[config.mk]
export PLATFORM = sky130hd
export DESIGN_NAME = dvp_tx
export DESIGN_NICKNAME = d
export VERILOG_FILES = /design/src/rtl/dvp_tx.sv
export SDC_FILE = /design/constraint.sdc
export NUM_CORES = 1
export LEC_CHECK = 0
export CORE_ASPECT_RATIO = 2
export CORE_MARGIN = 4
export CORE_UTILIZATION = 60
export CTS_BUF_LIST = sky130_fd_sc_hd__clkbuf_4
export CTS_CLUSTER_DIAMETER = 120
export CTS_CLUSTER_SIZE = 30
export DETAILED_ROUTE_END_ITERATION = 7
export PLACE_DENSITY = 0.95
export SYNTH_ARGS = -nofsm -noshare
export SYNTH_HDL_FRONTEND = slang
export SYNTH_SLANG_ARGS = --single-unit
[constraint.sdc]
create_clock -name clk -period 5.3 [get_ports clk]
set_input_delay 0.53 -clock clk [delete_from_list [all_inputs] [get_ports clk]]
set_output_delay 0.53 -clock clk [all_outputs]
set_load 0.005 [all_outputs]
[src/rtl/dvp_tx.sv]
// DVP camera-port transmitter: RGB565 valid/ready stream in, vsync/href/byte bus out.
// Defining DVP_TX_TEST_PATTERN_EN adds the test_mode input and an 8-bar colour generator.
module dvp_tx #(
    parameter int unsigned H_ACTIVE    = 640,
    parameter int unsigned H_BLANK     = 144,
    parameter int unsigned V_ACTIVE    = 480,
    parameter int unsigned VSYNC_LINES = 4,
    parameter int unsigned V_BACK      = 16,
    parameter int unsigned V_FRONT     = 8
) (
    input  logic        clk,
    input  logic        rest,
    input  logic        enable,
    input  logic [15:0] pix_data,
    input  logic        pix_valid,
`ifdef DVP_TX_TEST_PATTERN_EN
    input  logic        test_mode,
`endif
    output logic        pix_ready,
    output logic        dvp_pclk,
    output logic        dvp_vsync,
    output logic        dvp_href,
    output logic [7:0]  dvp_data,
    output logic        frame_busy,
    output logic        underflow
);

    localparam int unsigned LINE_LEN    = 2 * H_ACTIVE + H_BLANK;
    localparam int unsigned FRAME_LINES = VSYNC_LINES + V_BACK + V_ACTIVE + V_FRONT;
    localparam int unsigned HW          = $clog2(LINE_LEN + 1);
    localparam int unsigned VMAX_A      = (VSYNC_LINES > V_BACK) ? VSYNC_LINES : V_BACK;
    localparam int unsigned VMAX_B      = (V_ACTIVE > V_FRONT) ? V_ACTIVE : V_FRONT;
    localparam int unsigned VMAX        = (VMAX_A > VMAX_B) ? VMAX_A : VMAX_B;
    localparam int unsigned VW          = (VMAX < 2) ? 1 : $clog2(VMAX);
    localparam logic [HW-1:0] H_LAST    = HW'(LINE_LEN - 1);
    localparam logic [HW-1:0] H_PIX     = HW'(2 * H_ACTIVE);

    typedef enum logic [2:0] {
        IDLE   = 3'd0,
        VSYNC  = 3'd1,
        VBACK  = 3'd2,
        ACTIVE = 3'd3,
        VFRONT = 3'd4
    } state_t;

    state_t        state;
    state_t        nxt;
    logic [HW-1:0] h_cnt;
    logic [VW-1:0] v_cnt;
    logic [7:0]    low_byte;
    logic          in_line, act_line, slot, h_last, v_last, adv, start;
    logic [15:0]   src;
    logic          src_ok;

    function automatic int unsigned lines_of(state_t s);
        case (s)
            VSYNC:   return VSYNC_LINES;
            VBACK:   return V_BACK;
            ACTIVE:  return V_ACTIVE;
            VFRONT:  return V_FRONT;
            default: return 0;
        endcase
    endfunction

    // State that follows s once s completes, stepping over states with zero lines.
    function automatic state_t follow(state_t s, logic en);
        state_t n;
        n = s;
        for (int unsigned i = 0; i < 4; i++) begin
            case (n)
                VSYNC:   n = VBACK;
                VBACK:   n = ACTIVE;
                ACTIVE:  n = VFRONT;
                default: n = en ? VSYNC : IDLE;
            endcase
            if (n == IDLE || lines_of(n) != 0)
                return n;
        end
        return IDLE;
    endfunction

`ifdef DVP_TX_TEST_PATTERN_EN
    logic tm;

    function automatic logic [15:0] bar_colour(logic [HW-1:0] h);
        int unsigned x;
        logic [2:0]  idx;
        x   = 32'(h) >> 1;
        idx = 3'((x * 8) / H_ACTIVE);
        case (idx)
            3'd0:    return 16'hFFFF;
            3'd1:    return 16'hFFE0;
            3'd2:    return 16'h07FF;
            3'd3:    return 16'h07E0;
            3'd4:    return 16'hF81F;
            3'd5:    return 16'hF800;
            3'd6:    return 16'h001F;
            default: return 16'h0000;
        endcase
    endfunction
`endif

    assign dvp_pclk = clk;

    always_comb begin
        in_line  = h_cnt < H_PIX;
        act_line = state == ACTIVE;
        slot     = act_line && in_line && !h_cnt[0];
        h_last   = h_cnt == H_LAST;
        v_last   = v_cnt == VW'(lines_of(state) - 1);
        adv      = (state == IDLE) ? enable : (h_last && v_last);
        nxt      = follow(state, enable);
        // A move backwards (or same state) through the sequence means a new frame begins.
        start    = adv && nxt != IDLE && (state == IDLE || nxt <= state);
`ifdef DVP_TX_TEST_PATTERN_EN
        src       = tm ? bar_colour(h_cnt) : pix_data;
        src_ok    = tm || pix_valid;
        pix_ready = slot && !tm;
`else
        src       = pix_data;
        src_ok    = pix_valid;
        pix_ready = slot;
`endif
    end

    always_ff @(posedge clk or posedge rest) begin
        if (rest) begin
            state      <= IDLE;
            h_cnt      <= '0;
            v_cnt      <= '0;
            low_byte   <= '0;
            dvp_vsync  <= 1'b0;
            dvp_href   <= 1'b0;
            dvp_data   <= '0;
            frame_busy <= 1'b0;
            underflow  <= 1'b0;
`ifdef DVP_TX_TEST_PATTERN_EN
            tm         <= 1'b0;
`endif
        end else begin
            if (adv) begin
                state <= nxt;
                h_cnt <= '0;
                v_cnt <= '0;
            end else if (state != IDLE) begin
                h_cnt <= h_last ? '0 : h_cnt + HW'(1);
                if (h_last)
                    v_cnt <= v_cnt + VW'(1);
            end

            dvp_vsync  <= state == VSYNC;
            dvp_href   <= act_line && in_line;
            frame_busy <= state != IDLE;

            if (slot) begin
                dvp_data <= src_ok ? src[15:8] : 8'h00;
                low_byte <= src_ok ? src[7:0] : 8'h00;
                if (!src_ok)
                    underflow <= 1'b1;
            end else if (act_line && in_line) begin
                dvp_data <= low_byte;
            end else begin
                dvp_data <= '0;
            end

            if (start) begin
                underflow <= 1'b0;
`ifdef DVP_TX_TEST_PATTERN_EN
                tm        <= test_mode;
`endif
            end
        end
    end

endmodule
==> impl_metrics.prom, run 1 <==
# TYPE chip_impl_metric gauge
chip_impl_metric{name="worst-slew-pin-transition",unit="ns"} 0.8123
chip_impl_metric{name="combPwrFrac",unit=""} 0.265
chip_impl_metric{name="final_max_slew_viol_count",unit=""} 0
chip_impl_metric{name="route.final.wire_length",unit="um"} 5246
chip_impl_info{name="tritoncts",value="built"} 1
chip_impl_metric{name="syn2layout_area_growth",unit="%"} 20.19
chip_impl_info{name="grt_setup_unrepaired",value="false"} 1
chip_impl_metric{name="synth-seq-cells",unit=""} 43
chip_impl_metric{name="worst_clock_skew",unit="ns"} 0.01275
chip_impl_metric{name="path_buf_inv",unit=""} 3
chip_impl_info{name="r2r-end",value="state[0]"} 1
chip_impl_metric{name="cp_data_required_time",unit="ns"} 4.77
chip_impl_metric{name="postSynthNetCount",unit=""} 280
chip_impl_info{name="crit_path_start_kind",value="clock port"} 1
chip_impl_metric{name="antenna_found_initial",unit=""} 0
chip_impl_info{name="crit_path_cell_trace",value="clkbuf_4 -> clkbuf_4 -> clkdlybuf4s50_1"} 1
chip_impl_info{name="crit_path_top_delay_cell",value="clkdlybuf4s50_1"} 1
chip_impl_info{name="worstSetupEndpointType",value="primary output"} 1
chip_impl_metric{name="clock_power_share",unit=""} 0.299
chip_impl_metric{name="seq_power_share",unit=""} 0.436
chip_impl_metric{name="first_global_vias",unit=""} 2037
chip_impl_metric{name="fin_setup_tns",unit="ns"} 0
chip_impl_metric{name="cellLeakagePower",unit="nW"} 1.232
chip_impl_info{name="yosys_most_used_dff",value="dfrtp_1"} 1
chip_impl_info{name="critical-path-top-delay-family",value="buffers and inverters"} 1
chip_impl_metric{name="whs",unit="ns"} 0.4700
chip_impl_info{name="timing.critical_path.mode_cell",value="clkbuf_4"} 1
chip_impl_metric{name="synth.mux.area_fraction",unit=""} 0.01820
chip_impl_metric{name="num_io_pins",unit=""} 34
chip_impl_metric{name="finalWeightedCongestion",unit=""} 0.8403
chip_impl_metric{name="grt_pass1_wl",unit="um"} 8749
chip_impl_info{name="timing.setup.critical_path_class",value="clock port to primary output"} 1
chip_impl_metric{name="report.final.setup_viol",unit=""} 0
chip_impl_metric{name="yosys.area_share.simple",unit=""} 0.2548
chip_impl_metric{name="async_reset_ff_frac",unit=""} 1.000
chip_impl_metric{name="worst_skew_pair.late_latency",unit="ns"} 0.48
chip_impl_metric{name="post_synth_fa_ha_maj_area_fraction",unit=""} 0.03751
chip_impl_info{name="r2r-start",value="state[2]"} 1
chip_impl_metric{name="detailedRoute.firstPassIterationCount",unit=""} 4
chip_impl_metric{name="post_synth_num_cell_types",unit=""} 45
chip_impl_metric{name="max-vdd-ir-drop",unit="mV"} 0.4324
chip_impl_metric{name="yosys_warnings",unit=""} 0
chip_impl_metric{name="initial_standard_cell_utilization_of_the_core",unit=""} 0.6222
chip_impl_info{name="combinational_family_with_the_most_area_after_synthesis",value="simple AND/OR/NAND/NOR gates"} 1
chip_impl_metric{name="y_dimension_of_the_die",unit="um"} 94.96
chip_impl_metric{name="place_hpwl",unit="um"} 3929
chip_impl_info{name="largest_area_contributor_in_the_netlist",value="dfrtp_1"} 1
chip_impl_metric{name="rr_worst_depth",unit=""} 9
chip_impl_metric{name="cts_post_setup_buffers_inserted",unit=""} 0
chip_impl_metric{name="relative_slew_margins",unit=""} 0.4565
chip_impl_metric{name="max_cap_viol_count",unit=""} 0
chip_impl_metric{name="fp.dieArea",unit="um^2"} 4888
chip_impl_metric{name="finish.net_count",unit=""} 313
chip_impl_metric{name="routedWlPerCell",unit="um"} 15.57
chip_impl_metric{name="drive_gt1_frac",unit=""} 0.06250
chip_impl_metric{name="portBuffers",unit=""} 33
chip_impl_info{name="outcome",value="finished, final reports clean"} 1
chip_impl_metric{name="core",unit="um^2"} 3646
chip_impl_metric{name="remaining_drc_errors",unit=""} 0
chip_impl_metric{name="cts.reportedPaths.clkPinSlew",unit="ns"} 0.14
chip_impl_metric{name="netSwitchingPower",unit="mW"} 0.2817
chip_impl_metric{name="grt_start_max_net_pins",unit=""} 44
chip_impl_metric{name="ff2ff_setup_slack",unit="ns"} 2.50
chip_impl_metric{name="intPower",unit="mW"} 0.5887
chip_impl_metric{name="diodes",unit=""} 0
chip_impl_metric{name="antenna_left",unit=""} 0
chip_impl_metric{name="synth.yosys.seq_area_share",unit=""} 0.4744
chip_impl_metric{name="power.share.switching",unit=""} 0.3237
chip_impl_metric{name="max_stage_delay",unit="ns"} 0.43
chip_impl_metric{name="rows",unit=""} 31
chip_impl_metric{name="area_used_by_multi_input_combinational_logic",unit="um^2"} 1117
chip_impl_metric{name="worst_path_arrival",unit="ns"} 3.31
chip_impl_metric{name="timing.critical_path.fanout_max",unit=""} 2
chip_impl_metric{name="syn_area_per_cell",unit="um^2"} 8.931
chip_impl_metric{name="synth_xor_area_frac",unit=""} 0.03089
chip_impl_metric{name="via_per_inst",unit=""} 5.979
chip_impl_metric{name="gr-total-overflow",unit=""} 0
chip_impl_info{name="worst_hold_path_type",value="input pin to async pin"} 1
chip_impl_metric{name="finalHoldViolations",unit=""} 0
chip_impl_metric{name="yosysTopAreaCellShare",unit=""} 0.4744
chip_impl_metric{name="layout.area.seq",unit="um^2"} 1076
chip_impl_metric{name="netlist_instances",unit=""} 254
chip_impl_metric{name="num-fill-cells",unit=""} 290
chip_impl_metric{name="synth_compound_area_frac",unit=""} 0.1511
chip_impl_metric{name="number_of_hold_repair_buffers_added_at_the_cts_stage",unit=""} 0
chip_impl_metric{name="routed-via-count",unit=""} 2015
chip_impl_metric{name="cellPowerDensity",unit="nW/um^2"} 319.3
chip_impl_metric{name="synth_area",unit="um^2"} 2268
chip_impl_metric{name="synth_edf_count",unit=""} 0
chip_impl_metric{name="detail_route.iter0.violations",unit=""} 49
chip_impl_metric{name="dieWidth",unit="um"} 51.48
chip_impl_metric{name="cts_resized",unit=""} 0
chip_impl_info{name="synth.top_cells.by_area",value="dfrtp_1 47%, nand2_1 6.6%, nor2_1 5.1%"} 1
chip_impl_metric{name="grt_use_total",unit=""} 0.2445
## through the flow
| stage | instance area [um^2] | cells | setup slack (ns) | utilization | power [mW] |
|---|---|---|---|---|---|
| after floorplan | 2268 | 254 | 2.009 | - | 0.5542 |
| after global placement | 2623 | 326 | 1.706 | 0.7193 | 0.6212 |
| after detailed placement | 2623 | 326 | 1.706 | 0.7193 | 0.6312 |
| after CTS | 2726 | 337 | 1.447 | 0.7478 | 0.8742 |
| after global routing | 2726 | 337 | 1.435 | 0.7478 | 0.9242 |
| final | 2726 | 337 | 1.462 | 0.7478 | 0.8704 |
## worst max path at each step
stage	endpoint	depth (start not counted)	start
global placement	dvp_pclk	1	clk
floorplan	dvp_pclk	1	clk
CTS	dvp_pclk	3	clk
global route	dvp_pclk	3	clk
finish	dvp_pclk	3	clk
detailed placement	dvp_pclk	1	clk
## per-layer routing
metal  up-vias  global-route usage  wire length, um
met4         0              0.1882              297
met2        74              0.4351             2952
met5         -                   0                0
met3        24             0.04897              216
li1        955                   -                -
met1       962              0.2349             1780
## Yosys cell counts (4+ instances only)
| cell type | n |
|---|---|
| dfrtp_1 | 43 |
| nand2_1 | 40 |
| nor2_1 | 31 |
| o21ai_1 | 17 |
| nand3_1 | 12 |
| clkbuf_1 | 10 |
| o21ai_0 | 8 |
| xor2_1 | 8 |
| a22oi_1 | 7 |
| and3_1 | 7 |
| a21oi_1 | 6 |
| ha_1 | 6 |
| inv_1 | 6 |
| nor2b_1 | 4 |
## logic make-up after synthesis
logic type      count (synthesis)
compound gates                 55
xor+xnor                        8
fa+ha+maj                       7
buf+inv                        19
flops                          43
mux                             4
simple gates                  118
## cells in the final DEF (no fill, tap or decap), types with 4 or more instances in the layout
cell type	netlist	final
inv_1	6	6
clkbuf_4	0	8
a22oi_1	7	7
clkdlybuf4s50_1	0	33
a21oi_1	6	6
o21ai_1	17	17
nor2_1	31	31
xor2_1	8	8
nor2b_1	4	4
ha_1	6	6
and3_1	7	7
o21ai_0	8	8
nand2_1	40	40
dfrtp_1	43	43
nand3_1	12	12
## worst reg2reg max path, cell delays in order, from the launching register on
cell      delay, ns
dfrtp_1        0.59
nor3b_2        0.36
inv_1          0.08
ha_1           0.22
xor2_1         0.21
nor4b_1        0.28
o32ai_1        0.12
a2111o_1       0.45
nand2_2        0.22
mux2i_1        0.20
## registers in the layout, summed over array words and instances (netlist names)
| signal | count |
|---|---|
| dvp_data | 8 |
| dvp_href | 1 |
| dvp_vsync | 1 |
| frame_busy | 1 |
| h_cnt | 11 |
| low_byte | 8 |
| state | 3 |
| underflow | 1 |
| v_cnt | 9 |
## power by group through the flow
stage	Combinational, mW	Clock (mW)	Sequential (mW)
floorplan	0.175	0.0122	0.366
CTS	0.231	0.263	0.380
global placement	0.221	0.0159	0.384
detailed placement	0.229	0.0159	0.386
global route	0.260	0.279	0.385
finish	0.231	0.260	0.379
## final cells by class
class                           count  share of cell area
Clock buffer                        9             0.02570
Clock inverter                      3             0.01606
Inverter                            8             0.01101
Multi-Input combinational cell    192              0.4098
Sequential cell                    43              0.3947
Tap cell                           49             0.02249
Timing Repair Buffer               33              0.1202
Note: power is estimated with default switching activity, not from simulation.
==> inputs of run 2 (changes only) <==
--- a/config.mk
+++ b/config.mk
@@ -7,12 +7,12 @@
 export LEC_CHECK = 0
 export CORE_ASPECT_RATIO = 2
 export CORE_MARGIN = 4
-export CORE_UTILIZATION = 60
+export CORE_UTILIZATION = 50
 export CTS_BUF_LIST = sky130_fd_sc_hd__clkbuf_4
 export CTS_CLUSTER_DIAMETER = 120
 export CTS_CLUSTER_SIZE = 30
 export DETAILED_ROUTE_END_ITERATION = 7
-export PLACE_DENSITY = 0.95
+export PLACE_DENSITY = 0.89
 export SYNTH_ARGS = -nofsm -noshare
 export SYNTH_HDL_FRONTEND = slang
 export SYNTH_SLANG_ARGS = --single-unit
==> constraint.sdc (replaced) <==
create_clock -name clk -period 3.43 [get_ports clk]
set_input_delay 0.343 -clock clk [delete_from_list [all_inputs] [get_ports clk]]
set_output_delay 0.343 -clock clk [all_outputs]
set_load 0.005 [all_outputs]
==> run 2 against run 1 <==
  * Global-route usage down 4.9 points
  * Count of clock-buffer cells in the layout unchanged
  * Highest routed layer unchanged
  * Core utilization down 12 points
  * Sequential share of layout area about the same
  * First-iteration DRC count up 47%
  * Register-to-register slack worse by 1.9 ns
  * Critical path depth up 2
  * Setup slack worse by 1.2 ns
  * Clock skew up 0.0039 ns
==> impl_metrics.prom, run 2 (synthesis gave the netlist of run 1 again) <==
# TYPE chip_impl_metric gauge
chip_impl_info{name="outcome",value="finished, final reports clean"} 1
chip_impl_metric{name="max_freq",unit="GHz"} 0.3167
chip_impl_metric{name="detail_route.iter0.violations",unit=""} 72
chip_impl_metric{name="remaining_drc_errors",unit=""} 0
chip_impl_metric{name="finalHoldViolations",unit=""} 0
chip_impl_metric{name="core",unit="um^2"} 4382
chip_impl_info{name="timing.setup.critical_path_class",value="register to primary output"} 1
chip_impl_metric{name="antenna_left",unit=""} 0
chip_impl_info{name="largest-register",value="h_cnt"} 1
chip_impl_info{name="r2r-start",value="state[2]"} 1
chip_impl_metric{name="layout.area.seq",unit="um^2"} 1076
chip_impl_metric{name="whs",unit="ns"} 0.2963
chip_impl_metric{name="first_global_vias",unit=""} 1990
chip_impl_metric{name="via_per_inst",unit=""} 5.808
chip_impl_info{name="worstSetupEndpointType",value="primary output"} 1
chip_impl_metric{name="drive_gt1_frac",unit=""} 0.06897
chip_impl_metric{name="worst_skew_pair.late_latency",unit="ns"} 0.47
chip_impl_metric{name="grt_use_total",unit=""} 0.1955
chip_impl_metric{name="min_period",unit="ns"} 3.157
chip_impl_metric{name="initial_standard_cell_utilization_of_the_core",unit=""} 0.5177
chip_impl_metric{name="dpl.cell_count",unit=""} 333
chip_impl_info{name="worst_hold_path_type",value="input pin to async pin"} 1
chip_impl_metric{name="fp.dieArea",unit="um^2"} 5744
chip_impl_metric{name="diodes",unit=""} 0
chip_impl_metric{name="rows",unit=""} 34
chip_impl_metric{name="detailedRoute.firstPassIterationCount",unit=""} 4
chip_impl_metric{name="cts_resized",unit=""} 0
chip_impl_metric{name="num-fill-cells",unit=""} 370
chip_impl_metric{name="max-vdd-ir-drop",unit="mV"} 0.3249
chip_impl_metric{name="grt_pass1_wl",unit="um"} 8597
chip_impl_metric{name="cts.reportedPaths.clkPinSlew",unit="ns"} 0.15
chip_impl_metric{name="worst_path_arrival",unit="ns"} 2.81
chip_impl_metric{name="area_used_by_multi_input_combinational_logic",unit="um^2"} 1117
chip_impl_metric{name="final_area",unit="um^2"} 2729
chip_impl_metric{name="grt_start_max_net_pins",unit=""} 44
chip_impl_metric{name="cts_post_setup_buffers_inserted",unit=""} 0
chip_impl_metric{name="place_area",unit="um^2"} 2644
chip_impl_metric{name="relative_slew_margins",unit=""} 0.5994
chip_impl_metric{name="place_hpwl",unit="um"} 3910
chip_impl_metric{name="route.final.wire_length",unit="um"} 5163
chip_impl_metric{name="gr-total-overflow",unit=""} 0
chip_impl_metric{name="y_dimension_of_the_die",unit="um"} 103.3
chip_impl_metric{name="cellPowerDensity",unit="nW/um^2"} 472.1
chip_impl_metric{name="antenna_found_initial",unit=""} 0
chip_impl_metric{name="largest_reg_flops",unit=""} 11
chip_impl_info{name="top_regs",value="h_cnt x11, v_cnt x9"} 1
chip_impl_info{name="r2r-end",value="state[0]"} 1
chip_impl_info{name="most-common-layout-cells",value="43 x dfrtp_1, 40 x nand2_1, 33 x clkdlybuf4s50_1"} 1
chip_impl_metric{name="worst-slew-pin-transition",unit="ns"} 0.5977
chip_impl_metric{name="fin_setup_tns",unit="ns"} 0
chip_impl_info{name="setup.worst_path.start",value="state[2]"} 1
chip_impl_info{name="grt_setup_unrepaired",value="false"} 1
chip_impl_metric{name="num_io_pins",unit=""} 34
chip_impl_metric{name="worst_clock_skew",unit="ns"} 0.01667
chip_impl_info{name="commonest_non_fill_non_tap_cell_in_the_layout",value="dfrtp_1"} 1
chip_impl_metric{name="report.final.setup_viol",unit=""} 0
chip_impl_metric{name="number_of_hold_repair_buffers_added_at_the_cts_stage",unit=""} 0
chip_impl_info{name="crit_path_start_kind",value="register"} 1
chip_impl_metric{name="finalWeightedCongestion",unit=""} 0.8462
chip_impl_metric{name="max_cap_viol_count",unit=""} 0
chip_impl_info{name="tritoncts",value="built"} 1
chip_impl_metric{name="cellLeakagePower",unit="nW"} 1.228
chip_impl_metric{name="portBuffers",unit=""} 33
chip_impl_metric{name="min_period_over_period",unit=""} 0.9205
chip_impl_metric{name="crit_path_setup_slack_layout",unit="ns"} 0.2728
chip_impl_metric{name="instances_no_fill",unit=""} 344
chip_impl_metric{name="syn2layout_area_growth",unit="%"} 20.30
chip_impl_metric{name="finish.net_count",unit=""} 315
chip_impl_metric{name="timing.critical_path.fanout_max",unit=""} 17
chip_impl_metric{name="cp_data_required_time",unit="ns"} 3.09
chip_impl_metric{name="placement.setup.worst_slack",unit="ns"} 0.6509
chip_impl_metric{name="ff2ff_setup_slack",unit="ns"} 0.61
chip_impl_metric{name="dieWidth",unit="um"} 55.63
chip_impl_metric{name="routed-via-count",unit=""} 1998
chip_impl_metric{name="rr_worst_depth",unit=""} 8
chip_impl_metric{name="final_max_slew_viol_count",unit=""} 0
chip_impl_metric{name="routedWlPerCell",unit="um"} 15.01
## run 2: cell types whose count changed in the layout (fill, tap and decap cells not counted), sizes merged
cell,delta
buf,+2
bufinv,-1
clkinvlp,+1
## run 2: where the power goes
part	switching, mW	internal, mW
registers	0.0330	0.536
clock network	0.192	0.140
logic	0.215	0.172
total	0.439	0.849
## run 2: worst max path at each step
stage / endpoint / slack [ns] / depth (start not counted)
2_1_floorplan: state[2] / 0.79 / 8
3_3_place_gp: state[0] / 0.74 / 8
3_5_place_dp: state[0] / 0.65 / 8
4_1_cts: pix_ready / 0.24 / 5
5_1_grt: pix_ready / 0.09 / 5
6_report: pix_ready / 0.27 / 5
## run 2: metrics by stage
step	utilization	power (mW)
finish	0.6228	1.288
global route	0.6228	1.377
CTS	0.6228	1.300
detailed placement	0.6034	0.9902
global placement	0.6034	0.9726
floorplan	-	0.8563
## run 2: critical path, cell delays in order (launching register included)
cell	delay, ns
dfrtp_1	0.58
and3b_1	0.39
nand2_1	0.25
or2_1	0.42
inv_2	0.18
clkdlybuf4s50_1	0.53
## run 2: layout make-up
type                    count  share of cell area
multi-input cells         192              0.4094
flip-flops and latches     43              0.3943
repair buffers             35              0.1256
clock buffers               9             0.02568
well taps                  54             0.02476
inverters                   8             0.01100
clock inverters             3            0.009170
## run 2: per-layer routing
metal	global-route usage	vias to the layer above	share of wire
li1	-	960	-
met1	0.1808	981	0.36
met2	0.3796	45	0.57
met3	0.03230	12	0.029
met4	0.1386	0	0.036
met5	0	-	0
